===== config.mk =====
export PLATFORM = sky130hd
export DESIGN_NAME = operand_stage_flat
export DESIGN_NICKNAME = d
export VERILOG_FILES = /design/src/rtl/operand_stage_if.sv /design/src/rtl/operand_stage.sv /design/src/flat_wrapper.sv
export SDC_FILE = /design/constraint.sdc
export NUM_CORES = 1
export LEC_CHECK = 0
export ABC_AREA = 1
export ABC_CLOCK_PERIOD_IN_PS = 2850
export BUFFER_PORTS_ARGS = -buffer_cell sky130_fd_sc_hd__buf_2
export CAP_MARGIN = 10
export CORE_UTILIZATION = 51
export DETAILED_ROUTE_END_ITERATION = 16
export HOLD_SLACK_MARGIN = 0.02
export PLACE_DENSITY = 0.79
export SLEW_MARGIN = 20
export SYNTH_ARGS = -nofsm -noshare
export SYNTH_HDL_FRONTEND = slang
export SYNTH_SLANG_ARGS = --single-unit

===== constraint.sdc =====
create_clock -name clock -period 2.85 [get_ports clock]
set_clock_uncertainty 0.05 [all_clocks]
set_input_delay 0.1425 -clock clock [delete_from_list [all_inputs] [get_ports clock]]
set_output_delay 0.1425 -clock clock [all_outputs]
set_load 0.005 [all_outputs]

===== src/rtl/operand_stage_if.sv =====
// Decode, register-file, forwarding and execute signals of the operand stage.
// master = operand_stage, slave = surrounding pipeline.
interface operand_stage_if #(
  parameter int DATA_WIDTH = 32,
  parameter int ADDR_WIDTH = 5
);
  logic                  id_valid, id_ready;
  logic [ADDR_WIDTH-1:0] id_rs1, id_rs2, id_rd;
  logic                  id_use_rs1, id_use_rs2, id_is_load;
  logic [DATA_WIDTH-1:0] id_imm, id_pc;
  logic [ADDR_WIDTH-1:0] rf_read_address_1, rf_read_address_2;
  logic [DATA_WIDTH-1:0] rf_data_1, rf_data_2;
  logic                  fwd_ex_valid, fwd_ex_is_load;
  logic [ADDR_WIDTH-1:0] fwd_ex_rd;
  logic [DATA_WIDTH-1:0] fwd_ex_data;
  logic                  fwd_mem_valid;
  logic [ADDR_WIDTH-1:0] fwd_mem_rd;
  logic [DATA_WIDTH-1:0] fwd_mem_data;
  logic                  wb_write_enable;
  logic [ADDR_WIDTH-1:0] wb_write_address;
  logic [DATA_WIDTH-1:0] wb_write_data;
  logic                  ex_valid, ex_ready;
  logic [DATA_WIDTH-1:0] ex_op1, ex_op2, ex_imm, ex_pc;
  logic [ADDR_WIDTH-1:0] ex_rd;
  logic                  ex_is_load;

  modport master (
    input  id_valid, id_rs1, id_rs2, id_rd, id_use_rs1, id_use_rs2, id_is_load, id_imm, id_pc,
    output id_ready, rf_read_address_1, rf_read_address_2,
    input  rf_data_1, rf_data_2,
    input  fwd_ex_valid, fwd_ex_is_load, fwd_ex_rd, fwd_ex_data,
    input  fwd_mem_valid, fwd_mem_rd, fwd_mem_data,
    input  wb_write_enable, wb_write_address, wb_write_data,
    output ex_valid, ex_op1, ex_op2, ex_imm, ex_pc, ex_rd, ex_is_load,
    input  ex_ready
  );

  modport slave (
    output id_valid, id_rs1, id_rs2, id_rd, id_use_rs1, id_use_rs2, id_is_load, id_imm, id_pc,
    input  id_ready, rf_read_address_1, rf_read_address_2,
    output rf_data_1, rf_data_2,
    output fwd_ex_valid, fwd_ex_is_load, fwd_ex_rd, fwd_ex_data,
    output fwd_mem_valid, fwd_mem_rd, fwd_mem_data,
    output wb_write_enable, wb_write_address, wb_write_data,
    input  ex_valid, ex_op1, ex_op2, ex_imm, ex_pc, ex_rd, ex_is_load,
    output ex_ready
  );
endinterface


===== src/rtl/operand_stage.sv =====
// Operand stage: register-file read slot, forwarding/bypass select, load-use stall, EX output register.
// Define OPERAND_FWD_EN to enable EX/MEM forwarding; otherwise EX/MEM producers stall.
module operand_stage #(
  parameter int DATA_WIDTH = 32,
  parameter int ADDR_WIDTH = 5
) (
  input  logic clock,
  input  logic reset,
  input  logic flush,
  operand_stage_if.master io
);
  localparam int NOPS = 2;
  typedef logic [DATA_WIDTH-1:0] data_t;
  typedef logic [ADDR_WIDTH-1:0] addr_t;
  typedef struct packed { addr_t rd; logic is_load; data_t imm; data_t pc; } ctl_t;
  typedef struct packed { data_t op2; data_t op1; ctl_t ctl; } ex_t;

  logic                             r_valid_q;
  logic [NOPS-1:0][ADDR_WIDTH-1:0]  r_rs_q, id_rs, rf_addr;
  logic [NOPS-1:0]                  r_use_q, haz;
  ctl_t                             r_ctl_q;
  logic [NOPS-1:0][DATA_WIDTH-1:0]  rf_data, opnd;
  logic                             ex_valid_q;
  ex_t                              ex_q;
  logic                             accept, advance, hazard, id_ready;

  assign id_rs   = {io.id_rs2, io.id_rs1};
  assign rf_data = {io.rf_data_2, io.rf_data_1};
  assign hazard  = r_valid_q & (|haz);
  assign advance = r_valid_q & ~hazard & (~ex_valid_q | io.ex_ready);
  // Reset gating keeps id_ready, and with it the read addresses, at 0 during reset.
  assign id_ready = reset & ~flush & (~r_valid_q | advance);
  assign accept   = io.id_valid & id_ready;

  for (genvar g = 0; g < NOPS; g++) begin : g_op
    logic  ex_hit, mem_hit, wb_hit, byp_d, byp_q;
    data_t byp_val_q, sel;

    assign rf_addr[g] = accept ? id_rs[g] : r_rs_q[g];
    assign ex_hit  = io.fwd_ex_valid    & (io.fwd_ex_rd == r_rs_q[g])        & (r_rs_q[g] != '0);
    assign mem_hit = io.fwd_mem_valid   & (io.fwd_mem_rd == r_rs_q[g])       & (r_rs_q[g] != '0);
    assign wb_hit  = io.wb_write_enable & (io.wb_write_address == r_rs_q[g]) & (r_rs_q[g] != '0);
    // The file returns pre-write data when read and write share an edge; capture the write.
    assign byp_d   = io.wb_write_enable & (io.wb_write_address == rf_addr[g]) & (rf_addr[g] != '0);

`ifdef OPERAND_FWD_EN
    assign haz[g] = r_use_q[g] & ex_hit & io.fwd_ex_is_load;
`else
    assign haz[g] = r_use_q[g] & (ex_hit | mem_hit);
`endif

    always_comb begin
      sel = rf_data[g];
      if (r_rs_q[g] == '0)                     sel = '0;
`ifdef OPERAND_FWD_EN
      else if (ex_hit && !io.fwd_ex_is_load)   sel = io.fwd_ex_data;
      else if (mem_hit)                        sel = io.fwd_mem_data;
`endif
      else if (wb_hit)                         sel = io.wb_write_data;
      else if (byp_q)                          sel = byp_val_q;
    end
    assign opnd[g] = sel;

    always_ff @(posedge clock or negedge reset) begin
      if (!reset) begin
        byp_q     <= 1'b0;
        byp_val_q <= '0;
      end else begin
        byp_q <= byp_d;
        if (byp_d) byp_val_q <= io.wb_write_data;
      end
    end
  end

`ifndef OPERAND_FWD_EN
  logic unused_fwd;
  assign unused_fwd = ^{io.fwd_ex_data, io.fwd_mem_data, io.fwd_ex_is_load};
`endif

  always_ff @(posedge clock or negedge reset) begin
    if (!reset) begin
      r_valid_q <= 1'b0;
      r_rs_q    <= '0;
      r_use_q   <= '0;
      r_ctl_q   <= '0;
    end else if (flush) begin
      r_valid_q <= 1'b0;
    end else if (accept) begin
      r_valid_q <= 1'b1;
      r_rs_q    <= id_rs;
      r_use_q   <= {io.id_use_rs2, io.id_use_rs1};
      r_ctl_q   <= '{rd: io.id_rd, is_load: io.id_is_load, imm: io.id_imm, pc: io.id_pc};
    end else if (advance) begin
      r_valid_q <= 1'b0;
    end
  end

  always_ff @(posedge clock or negedge reset) begin
    if (!reset) begin
      ex_valid_q <= 1'b0;
      ex_q       <= '0;
    end else if (flush) begin
      ex_valid_q <= 1'b0;
    end else if (advance) begin
      ex_valid_q <= 1'b1;
      ex_q       <= '{op2: opnd[1], op1: opnd[0], ctl: r_ctl_q};
    end else if (io.ex_ready) begin
      ex_valid_q <= 1'b0;
    end
  end

  assign io.id_ready          = id_ready;
  assign io.rf_read_address_1 = rf_addr[0];
  assign io.rf_read_address_2 = rf_addr[1];
  assign io.ex_valid          = ex_valid_q;
  assign io.ex_op1            = ex_q.op1;
  assign io.ex_op2            = ex_q.op2;
  assign io.ex_imm            = ex_q.ctl.imm;
  assign io.ex_pc             = ex_q.ctl.pc;
  assign io.ex_rd             = ex_q.ctl.rd;
  assign io.ex_is_load        = ex_q.ctl.is_load;
endmodule


===== src/flat_wrapper.sv =====
// flat-port wrapper written by rule: the top's interface ports become plain ports
module operand_stage_flat 
#(
  parameter int DATA_WIDTH = 32,
  parameter int ADDR_WIDTH = 5
)
  (clock, reset, flush, io_id_valid, io_id_rs1, io_id_rs2, io_id_rd, io_id_use_rs1, io_id_use_rs2, io_id_is_load, io_id_imm, io_id_pc, io_id_ready, io_rf_read_address_1, io_rf_read_address_2, io_rf_data_1, io_rf_data_2, io_fwd_ex_valid, io_fwd_ex_is_load, io_fwd_ex_rd, io_fwd_ex_data, io_fwd_mem_valid, io_fwd_mem_rd, io_fwd_mem_data, io_wb_write_enable, io_wb_write_address, io_wb_write_data, io_ex_valid, io_ex_op1, io_ex_op2, io_ex_imm, io_ex_pc, io_ex_rd, io_ex_is_load, io_ex_ready);
  operand_stage_if #(.DATA_WIDTH(DATA_WIDTH), .ADDR_WIDTH(ADDR_WIDTH)) io_i ();
  input  logic clock;
  input  logic reset;
  input  logic flush;
  input wire logic [$bits(io_i.id_valid)-1:0] io_id_valid;
  input wire logic [$bits(io_i.id_rs1)-1:0] io_id_rs1;
  input wire logic [$bits(io_i.id_rs2)-1:0] io_id_rs2;
  input wire logic [$bits(io_i.id_rd)-1:0] io_id_rd;
  input wire logic [$bits(io_i.id_use_rs1)-1:0] io_id_use_rs1;
  input wire logic [$bits(io_i.id_use_rs2)-1:0] io_id_use_rs2;
  input wire logic [$bits(io_i.id_is_load)-1:0] io_id_is_load;
  input wire logic [$bits(io_i.id_imm)-1:0] io_id_imm;
  input wire logic [$bits(io_i.id_pc)-1:0] io_id_pc;
  output wire logic [$bits(io_i.id_ready)-1:0] io_id_ready;
  output wire logic [$bits(io_i.rf_read_address_1)-1:0] io_rf_read_address_1;
  output wire logic [$bits(io_i.rf_read_address_2)-1:0] io_rf_read_address_2;
  input wire logic [$bits(io_i.rf_data_1)-1:0] io_rf_data_1;
  input wire logic [$bits(io_i.rf_data_2)-1:0] io_rf_data_2;
  input wire logic [$bits(io_i.fwd_ex_valid)-1:0] io_fwd_ex_valid;
  input wire logic [$bits(io_i.fwd_ex_is_load)-1:0] io_fwd_ex_is_load;
  input wire logic [$bits(io_i.fwd_ex_rd)-1:0] io_fwd_ex_rd;
  input wire logic [$bits(io_i.fwd_ex_data)-1:0] io_fwd_ex_data;
  input wire logic [$bits(io_i.fwd_mem_valid)-1:0] io_fwd_mem_valid;
  input wire logic [$bits(io_i.fwd_mem_rd)-1:0] io_fwd_mem_rd;
  input wire logic [$bits(io_i.fwd_mem_data)-1:0] io_fwd_mem_data;
  input wire logic [$bits(io_i.wb_write_enable)-1:0] io_wb_write_enable;
  input wire logic [$bits(io_i.wb_write_address)-1:0] io_wb_write_address;
  input wire logic [$bits(io_i.wb_write_data)-1:0] io_wb_write_data;
  output wire logic [$bits(io_i.ex_valid)-1:0] io_ex_valid;
  output wire logic [$bits(io_i.ex_op1)-1:0] io_ex_op1;
  output wire logic [$bits(io_i.ex_op2)-1:0] io_ex_op2;
  output wire logic [$bits(io_i.ex_imm)-1:0] io_ex_imm;
  output wire logic [$bits(io_i.ex_pc)-1:0] io_ex_pc;
  output wire logic [$bits(io_i.ex_rd)-1:0] io_ex_rd;
  output wire logic [$bits(io_i.ex_is_load)-1:0] io_ex_is_load;
  input wire logic [$bits(io_i.ex_ready)-1:0] io_ex_ready;
  assign io_i.id_valid = io_id_valid;
  assign io_i.id_rs1 = io_id_rs1;
  assign io_i.id_rs2 = io_id_rs2;
  assign io_i.id_rd = io_id_rd;
  assign io_i.id_use_rs1 = io_id_use_rs1;
  assign io_i.id_use_rs2 = io_id_use_rs2;
  assign io_i.id_is_load = io_id_is_load;
  assign io_i.id_imm = io_id_imm;
  assign io_i.id_pc = io_id_pc;
  assign io_id_ready = io_i.id_ready;
  assign io_rf_read_address_1 = io_i.rf_read_address_1;
  assign io_rf_read_address_2 = io_i.rf_read_address_2;
  assign io_i.rf_data_1 = io_rf_data_1;
  assign io_i.rf_data_2 = io_rf_data_2;
  assign io_i.fwd_ex_valid = io_fwd_ex_valid;
  assign io_i.fwd_ex_is_load = io_fwd_ex_is_load;
  assign io_i.fwd_ex_rd = io_fwd_ex_rd;
  assign io_i.fwd_ex_data = io_fwd_ex_data;
  assign io_i.fwd_mem_valid = io_fwd_mem_valid;
  assign io_i.fwd_mem_rd = io_fwd_mem_rd;
  assign io_i.fwd_mem_data = io_fwd_mem_data;
  assign io_i.wb_write_enable = io_wb_write_enable;
  assign io_i.wb_write_address = io_wb_write_address;
  assign io_i.wb_write_data = io_wb_write_data;
  assign io_ex_valid = io_i.ex_valid;
  assign io_ex_op1 = io_i.ex_op1;
  assign io_ex_op2 = io_i.ex_op2;
  assign io_ex_imm = io_i.ex_imm;
  assign io_ex_pc = io_i.ex_pc;
  assign io_ex_rd = io_i.ex_rd;
  assign io_ex_is_load = io_i.ex_is_load;
  assign io_i.ex_ready = io_ex_ready;
  operand_stage #(.DATA_WIDTH(DATA_WIDTH), .ADDR_WIDTH(ADDR_WIDTH)) u_core (.clock(clock), .reset(reset), .flush(flush), .io(io_i));
endmodule

Word-level counts from Yosys, hierarchy flattened
Cells that the tools add are included.

Word-level logic and storage cells: 84. Flip-flop bits (word level): 284. Output and inout bits: 146.

Equal/unequal tests: 8. Reduce and logical (&&, ||, !) cells: 11. Multiplexer cells: 14. Bitwise gates (word level): 32.

Operators with widths (number): two-way mux 32 bit (6); equality test 5 bit (8); AND 1 bit (24); nonzero test 5 bit (4); logical NOT 5 bit (2); two-way mux 5 bit (2); two-way mux 1 bit (6); nonzero test 3 bit (2); NOT 1 bit (4); OR 1 bit (4); AND reduction 2 bit (2); OR reduction 2 bit (1).

Depth between registers and ports, before layout
Depth in word-level cells: 17. Mapped depth: 20. Gate-level depth less buffers: 18.

Worst setup path after synthesis
OpenSTA, ideal clock, no wires.

Path type: reg-to-reg. From: register u_core.r_rs_q[5] (netlist bit). To: register u_core.g_op[0].byp_val_q[12]. Stages on the path, launching flop included: 20. Clock period less this slack: 2.345 ns. Setup slack: 0.505 ns. Arrival: 2.176 ns. Required time: 2.682 ns. Cell sequence: dfrtp_1 -> buf_6 -> nor2_2 -> nand4_4 -> nand2_2 -> inv_2 -> nand2_2 -> nand2_2 -> o21bai_4 -> nand3_4 -> buf_6 -> nand2_1 -> nand3_1 -> nand2_1 -> nand2_1 -> inv_2 -> nand3_4 -> buf_4 -> nand2_1 -> nand2_1.

Cells in the longest elaborated chain, start to end: 17.

RTL lines: from (decl) (line operand_stage.sv:19) `logic [NOPS-1:0][ADDR_WIDTH-1:0] r_rs_q, id_rs, rf_addr;`; from (signal assigned) (line operand_stage.sv:90) `r_rs_q <= id_rs;`; equality test 5 bit (on tied branches) (line operand_stage.sv:40, operand_stage.sv:41); AND 1 bit (on tied branches) (2 in series) (line operand_stage.sv:40, operand_stage.sv:41); OR 1 bit * (line operand_stage.sv:49) `assign haz[g] = r_use_q[g] & (ex_hit | mem_hit);`; AND 1 bit * (line operand_stage.sv:49); OR reduction 2 bit * (line operand_stage.sv:29) `assign hazard = r_valid_q & (|haz);`; AND 1 bit * (line operand_stage.sv:29); NOT 1 bit * (line operand_stage.sv:30) `assign advance = r_valid_q & ~hazard & (~ex_valid_q | io.ex_ready);`; AND 1 bit * (2 in series) (line operand_stage.sv:30); OR 1 bit * (line operand_stage.sv:32) `assign id_ready = reset & ~flush & (~r_valid_q | advance);`; AND 1 bit * (line operand_stage.sv:32); AND 1 bit * (line operand_stage.sv:33) `assign accept = io.id_valid & id_ready;`; two-way mux 5 bit * (line operand_stage.sv:39) `assign rf_addr[g] = accept ? id_rs[g] : r_rs_q[g];`; equality test 5 bit (line operand_stage.sv:44) `assign byp_d = io.wb_write_enable & (io.wb_write_address == rf_addr[g]) & (rf_addr[g] != '0);`; AND 1 bit (line operand_stage.sv:44); AND 1 bit * (line operand_stage.sv:44); to (signal assigned) (line operand_stage.sv:70) `if (byp_d) byp_val_q <= io.wb_write_data;`; to (decl) (line operand_stage.sv:37) `data_t byp_val_q, sel;`.

Every way passes the cells marked *; elsewhere a longest branch is shown, timed or not. A chain may end at the register's enable or synchronous reset.

Worst setup path after layout
From: register u_core.r_rs_q[6] (netlist bit). To: register u_core.g_op[0].byp_val_q[11].

Same word-level chain as after synthesis.

==> summary.md <==
| Metric | Value |
|---|---|
| FF+latch count, synth | `284` |
| Post-detail-place hpwl | `25800 µm` |
| Crit Path Max Fanout | `8` |
| Routed len/inst | `21.0 µm` |
| Final min period | `2.85 ns` |
| WS Path Type | `flop to flop` |
| Setup WS pre-CTS | `-0.00157 ns` |
| Critical Path Start Type | `flop` |
| CP endpoint kind | `flop` |
| Mapped Area | `13000 µm²` |
| Hold/Removal Path Class | `primary input to flop` |
| Starting Density | `51.8%` |
| Avg Cell Area, Syn | `9.96 µm²` |
| DRC Markers | `0` |
| Height of the die | `162 µm` |
| Final Util | `74.2%` |
| Final setup margin | `0.00284 ns` |
| Total Wirelength | `46300 µm` |
| Synth top area cells | `dfrtp_1 55%, mux2_2 12%, nand2_1 8.8%, nand4_1 3.9%, o21ai_0 2.6%` |
| Vias in the first global route | `12400` |
| PD cells | `777 nW/µm²` |
| H-tree Lvls | `1` |
| Pin count of the biggest net entering global routing | `148` |
| CTS tree | `done` |
| Post-route ant nets | `0` |
| TritonCTS Buffers | `30` |
| Rows | `58` |
| Clock Latency Late Sink | `0.55 ns` |
| Worst-margin pin slew | `0.814 ns` |
| Final Net Count | `2112` |
| Max Root-Sink Buffers | `3` |
| GRT overflow | `0` |
| Chip width | `162 µm` |
| Status | `finished clean` |
| Distinct cells, synth | `29` |
| Flop-to-flop setup slack | `0.003 ns` |
| WHS Path Cells | `5` |
| P&R area growth vs syn | `43.1%` |
| Top cell type's share of synthesized area | `54.6%` |
| Total GRT Usage | `32.8%` |
| Setup crit end | `u_core.g_op[0].byp_val_q[11]$_DFFE_PN0P_` |
| RSZ-0062 raised after global routing | `yes` |
| Final Setup Violations | `0` |
| Async set-or-reset flop fraction in the synthesized netlist | `100%` |
| Peak VDD IR | `778 µV` |
| Via count | `12600` |
| Post-synth top area cell | `dfrtp_1` |
| F_max | `0.351 GHz` |
| Crit path arrival time | `3.22 ns` |
| Placed standard-cell area | `15100 µm²` |
| CTS clk-pin slew, worst paths | `0.06 ns` |
| Design Area, Final | `18600 µm²` |
| CTS root buf | `clkbuf_16` |
| Initial antenna violation count | `2` |
| Die area | `26200 µm²` |
| Setup TNS | `0 ns` |
| Yosys warnings | `0` |
| Fin crit share | `99.9%` |
| Slew Viols, Final | `0` |
| DR iter-0 viols | `1451` |
| Mapped Nets | `1573` |
| Cell count after synthesis | `1307` |
| R2r worst-path depth | `19` |
| Crit path launch | `u_core.r_rs_q[6]$_DFFE_PN0P_` |
| GP Congestion | `0.938` |
| Vias/cell | `5.75` |
| Fillers | `1622` |
| R2R Path Start | `u_core.r_rs_q[6]$_DFFE_PN0P_` |
| Pwr Total | `0.0145 W` |
| Register area share after synthesis | `54.6%` |
| Clock sinks | `284` |
| WP data required | `3.22 ns` |
| Fin. Hold Viols | `0` |
| Core area | `25100 µm²` |
| Global-route wire length before repair | `67200 µm` |
| DRT Pass-1 Iters | `5` |
| I/O Pins | `412` |
| Share of cells above drive strength 1 | `36.9%` |
| Ys flop type | `dfrtp_1` |
| Leak Pwr | `9.00 nW` |
| Max-Cap Viols | `0` |
| Number of synthesized flops with an enable pin | `0` |
| Reg2reg end | `u_core.g_op[0].byp_val_q[11]$_DFFE_PN0P_` |
| Worst slew margin | `45.7%` |
| PortBufs | `346` |
## what timing repair did
action                                 in CTS  in global routing
buffers inserted                            0                 31
setup endpoints to repair                   8                 70
endpoints found under the hold margin     268                  0
hold buffers                              175                  0
resized for setup                           1                 94
pin swaps                                   2                 36
cloned                                      0                 12
## worst min path at each step
stage,from,endpoint,slack [ns]
final,io_rf_data_2[9],u_core.io.ex_op2[9]$_DFFE_PN0P_,0.05
after global routing,io_id_valid,u_core.r_rs_q[7]$_DFFE_PN0P_,0.1
after CTS,io_id_valid,u_core.r_rs_q[3]$_DFFE_PN0P_,0.02
after detailed placement,reset,u_core.r_ctl_q[31]$_DFFE_PN0P_,0.29
after global placement,reset,u_core.r_ctl_q[31]$_DFFE_PN0P_,0.29
after floorplan,reset,u_core.g_op[0].byp_q$_DFF_PN0_,-0.20
## cell usage in the layout, fill, tap and decap left out, types with 8 or more instances in the layout
master	netlist	layout
clkbuf_16	0	33
mux2_2	142	142
o211ai_1	32	32
nand4_1	82	82
nor2_1	83	81
nand3_4	3	12
buf_4	2	33
o21ai_0	67	67
inv_1	36	36
mux2i_1	32	32
buf_6	7	14
nand2_1	306	265
dfrtp_1	284	276
nand3_1	56	52
buf_2	27	345
dlygate4sd3_1	0	175
buf_12	0	10
a21oi_1	66	66
nand2_2	3	43
dfrtp_2	0	8
## state kept, by name, summed over array words and instances (netlist names)
register / cells
u_core.io.ex_is_load: 1
u_core.r_ctl_q: 70
u_core.r_valid_q: 1
u_core.io.ex_imm: 32
u_core.io.ex_valid: 1
u_core.r_use_q: 2
u_core.g_op.byp_val_q: 64
u_core.g_op.byp_q: 2
u_core.r_rs_q: 10
u_core.io.ex_op2: 32
u_core.io.ex_pc: 32
u_core.io.ex_rd: 5
u_core.io.ex_op1: 32
## cell type report
cell class                 instances  area (µm²)  share of cell area [%]
sequential                       284        7120                    38.2
multi-input combinational        900        5630                    30.2
timing repair buffer             584        4230                    22.7
clock buffer                      41         862                    4.63
tap                              330         413                    2.22
clock inverter                    14         189                    1.01
inverter                          46         188                    1.01
antenna                            1        2.50                  0.0134
## metrics by stage
stage	std cells	hold WS, ns
6_report	2200	0.0473
4_1_cts	2157	0.0208
3_5_place_dp	1927	0.287
5_1_grt	2200	0.0964
2_1_floorplan	1307	-0.203
3_3_place_gp	1927	0.290
## worst max-delay path, cell delays in order, from the launching register on
cell	delay, ns
dfrtp_1	0.42
inv_2	0.14
nand2_2	0.06
nand2_1	0.06
nor2_1	0.04
nand3_1	0.12
nand2_1	0.09
nand2_2	0.11
nand2_2	0.07
o21bai_4	0.17
buf_6	0.12
buf_8	0.10
nand4_1	0.20
nand3_1	0.16
nand2_2	0.08
nor2_4	0.23
buf_6	0.15
nand3_4	0.18
nand2_2	0.10
nand2_1	0.08
## cell usage after synthesis, drive strengths merged (2+ instances only)
cell type  count
o21ai         67
clkbuf        47
a21oi         66
mux2         142
dfrtp        284
mux2i         32
nor4           2
o22ai          4
o211ai        32
nand4         83
inv           45
nor2          88
xor2           4
nand2        309
buf           39
nand3         59
## layer usage
| layer | vias to the layer above | global-route usage [%] | wire, µm |
|---|---|---|---|
| met5 | - | 0 | 13 |
| met2 | 809 | 55.6 | 23000 |
| met3 | 152 | 6.26 | 4370 |
| met1 | 6109 | 41.4 | 17000 |
| met4 | 2 | 13.2 | 1940 |
| li1 | 5574 | - | - |
## kinds of logic after synthesis
kind of cell / after synthesis / synth area share [%]
simple gates: 542 / 18.5
xor+xnor: 4 / 0.269
buf+inv: 132 / 4.53
mux: 174 / 14.7
flops: 284 / 54.6
compound gates: 171 / 7.35
## power breakdown
part	switching (W)	internal, W	leakage (nW)	total (W)
logic	0.00205	0.00195	5.07	0.00400
registers	0.000927	0.00540	3.42	0.00633
clock network	0.00168	0.00248	0.512	0.00415
No activity file was read; power rests on OpenSTA's default activity.
